<file path="config.mk">
export PLATFORM = sky130hd
export DESIGN_NAME = barrel_shift_arbiter
export DESIGN_NICKNAME = d
export VERILOG_FILES = /design/src/rtl/barrel_shift_arbiter.sv
export SDC_FILE = /design/constraint.sdc
export NUM_CORES = 1
export LEC_CHECK = 0
export CAP_MARGIN = 15
export CORE_MARGIN = 2
export CORE_UTILIZATION = 39
export DETAILED_ROUTE_END_ITERATION = 8
export GPL_ROUTABILITY_DRIVEN = 0
export GPL_TIMING_DRIVEN = 1
export PLACE_DENSITY = 0.79
export SYNTH_ARGS = -nofsm -noshare
export SYNTH_HDL_FRONTEND = slang
export SYNTH_SLANG_ARGS = --single-unit
</file>
<file path="constraint.sdc">
create_clock -name clk -period 1.62 [get_ports clk]
set_input_delay 0.324 -clock clk [delete_from_list [all_inputs] [get_ports clk]]
set_output_delay 0.324 -clock clk [all_outputs]
set_load 0.02 [all_outputs]
</file>
<file path="src/rtl/barrel_shift_arbiter.sv">
// Two-requester round-robin front end for an external 8-bit barrel shifter.
// Each job is accepted in IDLE, shifted in SHIFT and held in RESP until consumed.
module barrel_shift_arbiter #(
  parameter int DATA_W = 8,
  parameter int AMT_W  = 3
) (
  input  logic              clk,
  input  logic              rst,
  input  logic              req0_valid,
  input  logic [DATA_W-1:0] req0_data,
  input  logic [AMT_W-1:0]  req0_amt,
  output logic              req0_ready,
  input  logic              req1_valid,
  input  logic [DATA_W-1:0] req1_data,
  input  logic [AMT_W-1:0]  req1_amt,
  output logic              req1_ready,
  output logic [DATA_W-1:0] sh_in,
  output logic [AMT_W-1:0]  sh_ctrl,
  input  logic [DATA_W-1:0] sh_out,
  output logic              rsp_valid,
  output logic [DATA_W-1:0] rsp_data,
  output logic              rsp_id,
  input  logic              rsp_ready,
  output logic              busy,
  output logic [7:0]        op_count
);

  typedef enum logic [1:0] {IDLE, SHIFT, RESP} state_t;

  state_t              state_q, state_d;
  logic                last_grant_q, last_grant_d;
  logic [DATA_W-1:0]   sh_in_q, sh_in_d;
  logic [AMT_W-1:0]    sh_ctrl_q, sh_ctrl_d;
  logic [DATA_W-1:0]   rsp_data_q, rsp_data_d;
  logic                rsp_id_q, rsp_id_d;
  logic [7:0]          op_count_q, op_count_d;
  logic                grant;
  logic                accept;

  always_comb begin
    grant        = 1'b0;
    accept       = 1'b0;
    req0_ready   = 1'b0;
    req1_ready   = 1'b0;
    state_d      = state_q;
    last_grant_d = last_grant_q;
    sh_in_d      = sh_in_q;
    sh_ctrl_d    = sh_ctrl_q;
    rsp_data_d   = rsp_data_q;
    rsp_id_d     = rsp_id_q;
    op_count_d   = op_count_q;

    // On contention the requester that lost last time wins now.
    if (req0_valid && req1_valid) begin
      grant = ~last_grant_q;
    end else if (req1_valid) begin
      grant = 1'b1;
    end

    accept     = (state_q == IDLE) && !rst && (req0_valid || req1_valid);
    req0_ready = accept && !grant;
    req1_ready = accept && grant;

    case (state_q)
      IDLE: begin
        if (accept) begin
          sh_in_d      = grant ? req1_data : req0_data;
          sh_ctrl_d    = grant ? req1_amt  : req0_amt;
          rsp_id_d     = grant;
          last_grant_d = grant;
          state_d      = SHIFT;
        end
      end
      SHIFT: begin
        rsp_data_d = sh_out;
        state_d    = RESP;
      end
      RESP: begin
        if (rsp_ready) begin
          op_count_d = op_count_q + 8'd1;
          state_d    = IDLE;
        end
      end
      default: state_d = IDLE;
    endcase
  end

  always_ff @(posedge clk) begin
    if (rst) begin
      state_q      <= IDLE;
      last_grant_q <= 1'b1;
      sh_in_q      <= '0;
      sh_ctrl_q    <= '0;
      rsp_data_q   <= '0;
      rsp_id_q     <= 1'b0;
      op_count_q   <= 8'd0;
    end else begin
      state_q      <= state_d;
      last_grant_q <= last_grant_d;
      sh_in_q      <= sh_in_d;
      sh_ctrl_q    <= sh_ctrl_d;
      rsp_data_q   <= rsp_data_d;
      rsp_id_q     <= rsp_id_d;
      op_count_q   <= op_count_d;
    end
  end

  assign sh_in     = sh_in_q;
  assign sh_ctrl   = sh_ctrl_q;
  assign rsp_data  = rsp_data_q;
  assign rsp_id    = rsp_id_q;
  assign op_count  = op_count_q;
  assign rsp_valid = (state_q == RESP);
  assign busy      = (state_q != IDLE);

endmodule

</file>
==> impl_metrics.json <==
{
  "status": "complete, no violations",
  "rows": 21,
  "hold_viol_final": 0,
  "end_kind": "primary output",
  "avgViaCountPerCell": 4.92,
  "cts_tree": "done",
  "wire_per_inst_um": 12.2,
  "grt_overflow": 0,
  "syn_area_mm2": 0.00132,
  "worst_setup_path_start_kind": "register",
  "finClkSkew_ps": 7.84,
  "cts_inserted_buffers": 5,
  "die_h_um": 62.2,
  "async_flop_share_pct": 0,
  "final.period_utilization_pct": 96.3,
  "port_buffers": 66,
  "core_area_mm2": 0.00328,
  "irDropWorstVdd_mv": 0.409,
  "pwr-share-clk_pct": 24.7,
  "yosysWarnings": 0,
  "clockBufferDepth": 2,
  "nets": 273,
  "synth_top_area_share_pct": 47.0,
  "dr.first_iter.drc_count": 54,
  "insertion_delay_ps": 330,
  "ctsHoldBuffers": 0,
  "grt-busiest-layer": "met2",
  "avgSynthCellArea_um2": 8.31,
  "n_antenna_cell": 0,
  "use_met1_pct": 22.7,
  "fin_crit_ps": 1560,
  "p_leak_nw": 1.10,
  "syn_nets": 195,
  "synth_cells": 159,
  "setup_violations": 0,
  "ctsRootBufferMaster": "clkbuf_4",
  "ys_ff_latch": 31,
  "ys_seq_area_share_pct": 47.0,
  "synth_edf_count": 0,
  "synth_flop_cell": "dfxtp_1",
  "drc": 0,
  "place_inst": 275,
  "synth_area_leader_cell": "dfxtp_1",
  "seqPwrFrac_pct": 48.8,
  "start_util_pct": 40.2,
  "die_x_um": 62.2,
  "cts.sinks": 31,
  "crit_type": "reg2out",
  "tightest_slew_ps": 379,
  "sw_frac_of_total_pct": 29.6,
  "grt.total_usage_pct": 19.4,
  "internal-power_mw": 1.21,
  "pwr-share-comb_pct": 26.5,
  "vias": 1396,
  "drive_above_1_share_pct": 14.3,
  "relSlewSlack_pct": 74.7,
  "clkTransAtPathRegs_ps": 90,
  "cpPeakStageDelay_ps": 330,
  "critical-path-slowest-cell": "dfxtp_1",
  "cp.arrival_ps": 1240,
  "final_cell_count_no_fill": 284,
  "critPathRequiredTime_ps": 1300,
  "maxCapViolCount": 0,
  "grt_max_degree": 31,
  "dieArea_mm2": 0.00387,
  "antenna_found_initial": 0,
  "slew_viol_final": 0,
  "worstPathCellList": "buf_4, nor2b_1, clkdlybuf4s15_2",
  "cp_max_fo": 7,
  "p_per_area_mw_per_mm2": 792,
  "use_met2_pct": 31.8,
  "drt-pass1-iter-count": 4,
  "drt-total-wl_mm": 3.48,
  "rsz0062_at_grt": "false",
  "ys_types": 29,
  "postRouteAntennaNets": 0,
  "synthTopCellsByArea": "dfxtp_1 (47%), nand2_1 (12%), a21oi_1 (9.5%), a311oi_1 (7.3%), nor2_1 (2.0%)",
  "hp-class": "reg2reg",
  "syn2layout_area_growth_pct": 64.4,
  "met3_usage_pct": 7.61,
  "max_clock_freq_ghz": 0.641,
  "power_mw": 1.72,
  "grt_pass1_wl_mm": 5.97,
  "fill_cells": 297,
  "ios": 67,
  "grt_pass1_vias": 1324,
  "dp_hpwl_mm": 2.56,
  "htree_num_levels": 2,
  "r2r_slack_ps": 240,
  "switching_power_mw": 0.509
}
-- metrics by stage --
| stage | worst slack, ps | utilization [%] | instance area, um^2 | TNS [ps] | hold WS, ps |
|---|---|---|---|---|---|
| finish | 60.2 | 66.1 | 2170 | 0 | 457 |
| global route | 6.16 | 66.1 | 2170 | 0 | 491 |
| CTS | 1.34 | 65.1 | 2140 | 0 | 461 |
| detailed placement | -522 | 64.0 | 2100 | -2850 | 448 |
| global placement | -532 | 64.0 | 2100 | -2430 | 442 |
| floorplan | 242 | - | 1320 | 0 | 460 |
-- registers in the layout, indices dropped and copies added, names as in the netlist --
| signal | cells |
|---|---|
| op_count | 8 |
| rsp_data | 8 |
| sh_in | 8 |
| sh_ctrl | 3 |
| state_q | 2 |
| last_grant_q | 1 |
| rsp_id | 1 |
-- cells in the mapped netlist, types with 3 or more instances --
cell / n
clkbuf_1: 6
or3_1: 3
buf_2: 4
o21ai_0: 3
a311oi_1: 11
a21oi_1: 25
nand2_1: 42
nor2_1: 7
dfxtp_1: 31
-- power by group through the flow --
stage	registers, mW	clock network, mW	logic (mW)
floorplan	0.911	0	0.170
global placement	0.855	0	0.473
detailed placement	0.858	0	0.475
CTS	0.841	0.437	0.464
global route	0.848	0.473	0.495
finish	0.840	0.425	0.456
-- layout by cell type (no fill, tap or decap), types with 3 or more instances in the layout --
master,n
a21oi_1,25
a311oi_1,11
buf_4,18
clkbuf_4,5
clkdlybuf4s50_1,31
dfxtp_1,30
dlygate4sd2_1,19
dlymetal6s2s_1,12
nand2_1,41
nor2_1,5
o21ai_0,3
or3_1,3
-- worst max-delay path, delay by kind of cell, from the launching register on --
kind,cells,cell delay (ps)
AND/OR/NAND/NOR,1,150
buffers and inverters,2,430
flip-flops,1,330
-- what timing repair did --
action | 4_1_cts | 5_1_grt
cloned | 0 | 0
setup buffers | 1 | 0
pin swaps | 2 | 1
hold endpoints to repair | 0 | 0
gates resized for setup | 35 | 17
endpoints found under the setup margin | 21 | 14
-- final cells by class --
type,instances,area [um^2],share of cell area (%)
multi-input combinational,115,657,30.2
tap,46,57.6,2.65
clock inverter,1,5.00,0.230
sequential,31,622,28.6
inverter,2,7.51,0.346
timing repair buffer,82,778,35.8
clock buffer,7,45.0,2.07
-- layer usage --
metal / wire length [um] / up-vias
li1: - / 719
met1: 1450 / 615
met2: 1680 / 57
met3: 305 / 5
met4: 46 / 0
met5: 0 / -
-- kinds of logic after synthesis --
group	count (synthesis)	synth area share, %
and+or+nand+nor	65	23.2
AOI/OAI and AO/OA	46	22.4
DFF	31	47.0
buffers and inverters	13	4.36
xor gates and xnor gates	2	1.33
muxes	1	0.758
adders and majority gates	1	0.947
-- final timing paths --
check | from | endpoint | cells after the start
worst max register to register | op_count[0]$_SDFFE_PP0P_ | op_count[4]$_SDFFE_PP0P_ | 4
worst min-delay path | rsp_data[6]$_SDFFE_PP0N_ | rsp_data[6]$_SDFFE_PP0N_ | 2
worst min register to register | rsp_data[6]$_SDFFE_PP0N_ | rsp_data[6]$_SDFFE_PP0N_ | 2
worst max-delay path | state_q[0]$_SDFFE_PP0P_ | rsp_valid | 3
(Power assumes the default switching activity.)
